### src/rtl/uart_loader_pkg.sv
// Shared definitions for the UART boot loader: FSM states, error codes and default start byte.
package uart_loader_pkg;

   typedef enum logic [2:0] {
      IDLE,
      CNT_LO,
      CNT_HI,
      DATA,
      CHECK,
      DONE,
      ERROR
   } state_t;

   localparam logic [2:0] ERR_NONE    = 3'd0;
   localparam logic [2:0] ERR_LINE    = 3'd1;
   localparam logic [2:0] ERR_LEN     = 3'd2;
   localparam logic [2:0] ERR_CSUM    = 3'd3;
   localparam logic [2:0] ERR_TIMEOUT = 3'd4;

   localparam logic [7:0] DEFAULT_MAGIC = 8'hA5;

endpackage

### src/rtl/uart_loader_timer.sv
// Inter-byte idle counter; pulses timeout on the clock where the idle count reaches TIMEOUT.
module uart_loader_timer #(
   parameter int TIMEOUT = 1000000,
   parameter int TO_W    = 20
) (
   input  logic clk,
   input  logic rst,
   input  logic clr,
   input  logic en,
   output logic timeout
);

   logic [TO_W-1:0] count_reg;

   always_ff @(posedge clk or posedge rst) begin
      if (rst) begin
         count_reg <= '0;
      end else if (clr || !en) begin
         count_reg <= '0;
      end else begin
         count_reg <= count_reg + 1'b1;
      end
   end

   // A byte in the same cycle always beats the timeout.
   assign timeout = en && !clr && (count_reg == TO_W'(TIMEOUT - 1));

endmodule

### src/rtl/uart_loader.sv
// Parses MAGIC/count/words/checksum packets from the UART and writes little-endian words to memory.
module uart_loader
   import uart_loader_pkg::*;
#(
   parameter int         ADDR_W    = 8,
   parameter int         BASE_ADDR = 0,
   parameter logic [7:0] MAGIC     = DEFAULT_MAGIC,
   parameter int         TIMEOUT   = 1000000,
   parameter int         TO_W      = 20,
   parameter bit         PARITY_EN = 1'b1
) (
   input  logic              clk,
   input  logic              rst,
   input  logic [7:0]        rx_data,
   input  logic              rx_rdsig,
   input  logic              rx_dataerror,
   input  logic              rx_frameerror,
   output logic              mem_we,
   output logic [ADDR_W-1:0] mem_addr,
   output logic [31:0]       mem_wdata,
   output logic              cpu_hold,
   output logic              busy,
   output logic              done,
   output logic              err,
   output logic [2:0]        err_code
);

   localparam longint MAX_WORDS = (longint'(1) << ADDR_W) - longint'(BASE_ADDR);

   state_t      state_reg;
   logic        rdsig_q;
   logic [7:0]  count_lo_reg;
   logic [15:0] count_reg;
   logic [15:0] word_idx_reg;
   logic [1:0]  byte_idx_reg;
   logic [7:0]  csum_reg;
   logic [23:0] word_reg;

   logic        byte_ev;
   logic        bad_byte;
   logic        active;
   logic        timeout;
   logic [15:0] count_full;

   assign byte_ev    = rdsig_q && !rx_rdsig;
   assign bad_byte   = rx_frameerror || (PARITY_EN && rx_dataerror);
   assign active     = (state_reg == CNT_LO) || (state_reg == CNT_HI) ||
                       (state_reg == DATA)   || (state_reg == CHECK);
   assign count_full = {rx_data, count_lo_reg};

   uart_loader_timer #(
      .TIMEOUT (TIMEOUT),
      .TO_W    (TO_W)
   ) u_timer (
      .clk     (clk),
      .rst     (rst),
      .clr     (byte_ev),
      .en      (active),
      .timeout (timeout)
   );

   always_ff @(posedge clk or posedge rst) begin
      if (rst) begin
         state_reg    <= IDLE;
         rdsig_q      <= 1'b0;
         count_lo_reg <= '0;
         count_reg    <= '0;
         word_idx_reg <= '0;
         byte_idx_reg <= '0;
         csum_reg     <= '0;
         word_reg     <= '0;
         mem_we       <= 1'b0;
         mem_addr     <= '0;
         mem_wdata    <= '0;
         cpu_hold     <= 1'b0;
         busy         <= 1'b0;
         done         <= 1'b0;
         err          <= 1'b0;
         err_code     <= ERR_NONE;
      end else begin
         rdsig_q <= rx_rdsig;
         mem_we  <= 1'b0;
         if (byte_ev) begin
            if (bad_byte) begin
               // Line errors only matter once a packet has started.
               if (active) begin
                  state_reg <= ERROR;
                  err       <= 1'b1;
                  err_code  <= ERR_LINE;
                  busy      <= 1'b0;
               end
            end else begin
               case (state_reg)
                  IDLE, DONE, ERROR: begin
                     if (rx_data == MAGIC) begin
                        state_reg    <= CNT_LO;
                        busy         <= 1'b1;
                        cpu_hold     <= 1'b1;
                        done         <= 1'b0;
                        err          <= 1'b0;
                        err_code     <= ERR_NONE;
                        word_idx_reg <= '0;
                        byte_idx_reg <= '0;
                        csum_reg     <= '0;
                     end
                  end
                  CNT_LO: begin
                     count_lo_reg <= rx_data;
                     state_reg    <= CNT_HI;
                  end
                  CNT_HI: begin
                     count_reg <= count_full;
                     if (longint'(count_full) > MAX_WORDS) begin
                        state_reg <= ERROR;
                        err       <= 1'b1;
                        err_code  <= ERR_LEN;
                        busy      <= 1'b0;
                     end else if (count_full == 16'd0) begin
                        state_reg <= CHECK;
                     end else begin
                        state_reg <= DATA;
                     end
                  end
                  DATA: begin
                     csum_reg     <= csum_reg + rx_data;
                     byte_idx_reg <= byte_idx_reg + 2'd1;
                     if (byte_idx_reg == 2'd3) begin
                        mem_we       <= 1'b1;
                        mem_addr     <= ADDR_W'(BASE_ADDR + int'(word_idx_reg));
                        mem_wdata    <= {rx_data, word_reg};
                        word_idx_reg <= word_idx_reg + 16'd1;
                        if ({1'b0, word_idx_reg} + 17'd1 == {1'b0, count_reg}) begin
                           state_reg <= CHECK;
                        end
                     end else begin
                        word_reg[byte_idx_reg*8 +: 8] <= rx_data;
                     end
                  end
                  CHECK: begin
                     if (rx_data == csum_reg) begin
                        state_reg <= DONE;
                        done      <= 1'b1;
                        busy      <= 1'b0;
                        cpu_hold  <= 1'b0;
                     end else begin
                        state_reg <= ERROR;
                        err       <= 1'b1;
                        err_code  <= ERR_CSUM;
                        busy      <= 1'b0;
                     end
                  end
                  default: state_reg <= IDLE;
               endcase
            end
         end else if (timeout) begin
            state_reg <= ERROR;
            err       <= 1'b1;
            err_code  <= ERR_TIMEOUT;
            busy      <= 1'b0;
         end
      end
   end

endmodule

### config.mk
export PLATFORM = sky130hd
export DESIGN_NAME = uart_loader
export DESIGN_NICKNAME = d
export VERILOG_FILES = /design/src/rtl/uart_loader_pkg.sv /design/src/rtl/uart_loader_timer.sv /design/src/rtl/uart_loader.sv
export SDC_FILE = /design/constraint.sdc
export NUM_CORES = 1
export LEC_CHECK = 0
export CAP_MARGIN = 20
export CORE_MARGIN = 2
export CORE_UTILIZATION = 35
export DETAILED_ROUTE_END_ITERATION = 8
export GPL_TIMING_DRIVEN = 1
export PLACE_DENSITY = 0.58
export SYNTH_ARGS = -nofsm -noshare
export SYNTH_HDL_FRONTEND = slang
export SYNTH_HIERARCHICAL = 1
export SYNTH_SLANG_ARGS = --single-unit
### constraint.sdc
create_clock -name clk -period 10.03 [get_ports clk]
set_clock_uncertainty 0.05 [all_clocks]
set_input_delay 1.003 -clock clk [delete_from_list [all_inputs] [get_ports clk]]
set_output_delay 1.003 -clock clk [all_outputs]
set_load 0.02 [all_outputs]
# ---- Word level (Yosys, flattened, before mapping)
# Cells that the tools add are included.
dict set report classes {
  order_cmp 1
  shifts 2
  bitwise 2
  add_sub_neg 6
  n_eq_ne 21
  n_mux 51
  reduce_logical 27
}
# cell count
set op_table {}
lappend op_table {{3-bit 2-to-1 mux} 16}
lappend op_table {{5-bit negator with 34-bit output} 1}
lappend op_table {{8-bit by 34-bit variable shift with 24-bit output, first input constant} 1}
lappend op_table {{8-bit by 34-bit variable part select with 24-bit output} 1}
lappend op_table {{16-bit 2-to-1 mux} 2}
lappend op_table {{16-bit case mux with 2 select lines} 1}
lappend op_table {{24-bit bitwise mux} 1}
lappend op_table {{20-bit by 1-bit adder with 20-bit output, second input constant} 1}
lappend op_table {{20-bit equality test, second input constant} 1}
lappend op_table {{20-bit 2-to-1 mux} 1}
lappend op_table {{4-bit != test, second input constant} 5}
lappend op_table {{5-bit AND reduction} 4}
lappend op_table {{1-bit 2-to-1 mux} 19}
lappend op_table {{16-bit by 1-bit adder with 17-bit output, second input constant} 1}
lappend op_table {{17-bit by 16-bit equality test with 1-bit output} 1}
lappend op_table {{16-bit by 1-bit adder with 16-bit output, second input constant} 1}
lappend op_table {{16-bit by 9-bit greater-than comparator with 1-bit output, second input constant} 1}
lappend op_table {{16-bit logical NOT} 1}
lappend op_table {{8-bit case mux with 2 select lines} 1}
lappend op_table {{3-bit case mux with 5 select lines} 1}
lappend op_table {{4-bit AND reduction} 3}
lappend op_table {{3-bit equality test, second input constant} 3}
lappend op_table {{3-bit case mux with 3 select lines} 1}
lappend op_table {{8-bit adder} 1}
lappend op_table {{other kinds (24)} 41}
dict set report word_totals {
  output_inout_bits 48
  ff_bits 146
}

# ---- Longest topological paths before layout
dict set report depth {
  word_depth 8
  ltp_mapped 12
  mapped_depth_nobuf 11
}

# ---- Modules after synthesis
# Netlist, hierarchy kept.
# module instances cells_per_inst seq_area_each_um2 area_each_um2
set modules_own_cells {}
lappend modules_own_cells {uart_loader 1 653 3153.0 6115.9}
lappend modules_own_cells {uart_loader_timer 1 111 500.5 1028.5}

# ---- Worst setup path after synthesis
# OpenSTA, ideal clock, no wires.
dict set report synth_timing {
  kind {input port to flip-flop}
  startpoint {in rx_rdsig}
  endpoint {reg err_code[0]}
  n_path_buf 0
  required_time_ns 9.855
  arrival_time_ns 3.012
  path_slack_ns 6.844
  stages 11
  path_cell_list {nand2b_1 inv_1 nand2b_1 nor3_1 nand3_1 nor4_1 o22ai_1 or2_2 a21oi_1 o31a_1 mux2_2}
}
dict set report synth_between {
  elab_chain_cells 7
  elab_cells_between_ends 13
  cone_classes {5 x eq/ne; 1 x mux; 7 x reduce/logical}
}
# item line
set synth_rtl {}
lappend synth_rtl {{start: declaration} uart_loader.sv:15} ;# input logic rx_rdsig,
lappend synth_rtl {{1-bit logical NOT} uart_loader.sv:45} ;# assign byte_ev = rdsig_q && !rx_rdsig;
lappend synth_rtl {{1-bit logical AND} uart_loader.sv:45}
lappend synth_rtl {{net byte_ev} uart_loader.sv:39} ;# logic byte_ev;
lappend synth_rtl {{1-bit logical NOT} uart_loader_timer.sv:26} ;# assign timeout = en && !clr && (count_reg == TO_W'(TIMEOUT - 1));
lappend synth_rtl {{1-bit logical AND (2 in series)} uart_loader_timer.sv:26}
lappend synth_rtl {{net timeout} uart_loader.sv:42} ;# logic timeout;
lappend synth_rtl {{2-bit nonzero test (no source line)} -}
lappend synth_rtl {{6-bit AND reduction (no source line)} -}
lappend synth_rtl {{end signal: assignment} uart_loader.sv:79} ;# err_code <= ERR_NONE;
lappend synth_rtl {{end signal: assignment} uart_loader.sv:89} ;# err_code <= ERR_LINE;
lappend synth_rtl {{end signal: assignment} uart_loader.sv:101} ;# err_code <= ERR_NONE;
lappend synth_rtl {{end: declaration} uart_loader.sv:25} ;# output logic [2:0] err_code
# The timed path passes the listed nets, and every way through them passes these cells.
# A chain may end at the register's enable or synchronous reset.

# ---- Worst setup path in the final report
dict set report layout_timing {
  startpoint {in rx_rdsig}
  endpoint {reg err_code[1]}
}
# Same word-level chain as after synthesis.

==> flow_summary.yaml <==
flow_run:
  maxCapViolations: 0
setup_path:
  start_kind: "primary input"
  timing.rr.start: "state_reg[0]"
  worstPathArrival_ps: 4220
  crit_chain: "clkdlybuf4s50_1 -> nand2b_1 -> inv_1 -> nand2b_1 -> nor3_1 -> nand3_1 -> nor4_1 -> o22ai_1 -> or2_2 -> a21oi_1 -> o31a_1 -> mux2_2"
  cp_slowest_cell: "nand2b_1"
  ff2ff_path_depth: 11
  r2r_slack_ps: 6430
  critPathKind: "in2reg"
  worst_ep_required_time_ps: 10290
  cpPeakStageDelay_ps: 500
  crit_fanout: 21
  r2r_end: "err_code[1]"
  critPathMostFrequentCell: "nand2b_1"
  critical_path.endpoint_type: "flip-flop"
place:
  hpwl_um: 10400
  io_buffer_count: 60
  place_ws_ps: 5620
  gp_congestion: 0.785
synth:
  synth_edf_count: 0
  syn_area_sq_um: 7140
  synthTopCellsByArea: "dfrtp_1 (51%), nand2_1 (11%), o21ai_0 (4.6%), mux2_2 (4.3%), xnor2_1 (3.3%)"
  ys_warn_count: 6
  syn_avg_cell_area_sq_um: 9.35
  synth_area_leader_cell: "dfrtp_1"
  synth-seq-cells: 146
  synthCells: 764
  yosysMostFrequentCell: "nand2_1"
  synthFlopType: "dfrtp_1"
  synth.distinct_cells: 54
  ys_async_sr_fraction: 1.00
  synth_top_area_frac: 0.511
  yosysSeqAreaShare: 0.511
  syn_nets: 792
  synth_commonest_cells: "nand2_1 (206), dfrtp_1 (146), o21ai_0 (66)"
timing:
  max_freq_ghz: 0.252
  setup_viol: 0
  relSlewSlack: 0.223
  rsz0062_at_grt: "false"
  slew_violations: 0
  finalHoldViolCount: 0
  fin_ws_ps: 6070
  finalCritPeriodShare: 0.395
  setup_tns_ps: 0
  worstMarginPinSlew_ps: 1160
  fin_crit_ps: 3960
run_status:
  status: "complete, no violations"
power_and_ir_drop:
  p_seq_frac: 0.449
  p_sw_frac: 0.256
  irDropWorstVdd_mv: 0.119
  combPwrFrac: 0.102
  p_leak_nw: 3.84
  power.total_mw: 1.41
  switchingPower_mw: 0.362
  power_frac_clock: 0.448
  p_int_mw: 1.05
  power_density_nw_per_um2: 165
drt:
  drc: 0
  drtPass1Iterations: 5
  drt_iter0_markers: 245
  wl_um: 15700
  via_count: 5388
  post_drt_wl_per_cell_um: 14.4
  detail-route-antenna-nets: 0
  routed_via_density: 4.93
final_layout:
  fin_nets: 837
  drive_gt1_frac: 0.0949
  largest_register_ff_count: 32
  diodes: 0
  areaGrowthSynthToFinish_pct: 19.8
die:
  die_area_sq_um: 21600
  fp-row-count: 52
  die_y_um: 147
  io_pins: 61
  dieWidth_um: 147
  coreArea_sq_um: 20100
  initial_core_util: 0.355
clock_network:
  h-tree-depth: 4
  clk_pin_slew_ps: 60
  cts_tree: "built"
  cts_root_buf: "clkbuf_16"
  cts_setup_buffers: 0
  clock_latency_ps: 430
  cts_made_buffers: 17
  clk_path_buf_depth: 2
  cts_hold_buf: 0
  cts_resized: 0
  cts.sinks: 146
min_path:
  holdPathStages: 2
  min-delay-path-class: "reg2reg"
  holdPathEnd: "mem_wdata[5]"
  worstHoldStart: "word_reg[5]"
global_route:
  grt-ovfl-total: 0
  grt_use_total: 0.155
  grt_pass1_vias: 5118
  grt_pass1_wl_um: 26800
  antenna_found_initial: 0
  grt_max_degree: 75
[cell type report]
type	count	area, sq um
clock buffer	18	439
clock inverter	14	155
fill	1992	11500
inverter	15	58.8
multi-input combinational	564	3270
sequential	146	3650
tap	270	338
timing repair buffer	65	638
[power by group through the flow]
| stage | clock network [mW] | logic (mW) | registers [mW] |
|---|---|---|---|
| 5_1_grt | 0.677 | 0.162 | 0.639 |
| 2_1_floorplan | 0 | 0.112 | 0.640 |
| 3_5_place_dp | 0 | 0.145 | 0.646 |
| 6_report | 0.634 | 0.144 | 0.636 |
| 4_1_cts | 0.652 | 0.146 | 0.636 |
| 3_3_place_gp | 0 | 0.144 | 0.646 |
[cell families after synthesis]
logic type / after synthesis / share of synthesized area
buffers and inverters: 54 / 0.0306
flip-flops: 146 / 0.511
XOR/XNOR: 38 / 0.0466
multiplexers: 27 / 0.0426
AND/OR/NAND/NOR: 348 / 0.225
adder cells (fa/ha/maj): 15 / 0.0273
AO/OA/AOI/OAI: 136 / 0.116
[per-layer routing]
layer	vias up	wire [um]	share of wire	GRT usage
li1	2708	-	-	-
met1	2598	8280	0.53	0.233
met2	62	6790	0.43	0.220
met3	20	396	0.025	0.0326
met4	0	274	0.017	0.0549
met5	-	0	0	0
[stage by stage]
step           instances  cell area [sq um]   util  hold WS [ps]
4_1_cts             1092               8560  0.426           415
5_1_grt             1092               8560  0.426           433
3_3_place_gp        1060               7960  0.396           401
2_1_floorplan        764               7140      -           383
6_report            1092               8560  0.426           413
3_5_place_dp        1060               7960  0.396           397
[worst max-delay path, delay by kind of cell]
family	cells	cell delay (ps)
compound gates	3	580
buf+inv	2	560
mux	1	350
simple gates	6	1730
[cells in the final DEF (no fill, tap or decap), types with 17 or more instances in the layout]
cell             count
nor3_1              20
xnor2_1             27
clkbuf_16           17
dfrtp_1            146
a21oi_1             19
clkdlybuf4s50_1     60
o21ai_0             66
nand2_1            205
nor2_1              40
mux2_2              27
[how the worst max path moves through the flow]
stage / start / end / depth (start not counted)
after floorplan: rst / busy / 1
after global placement: rx_rdsig / err_code[1] / 12
after detailed placement: rx_rdsig / err_code[1] / 12
after CTS: rx_rdsig / err_code[1] / 12
after global routing: rx_rdsig / err_code[0] / 12
final: rx_rdsig / err_code[1] / 12
Note: power is estimated with default switching activity, not from simulation.
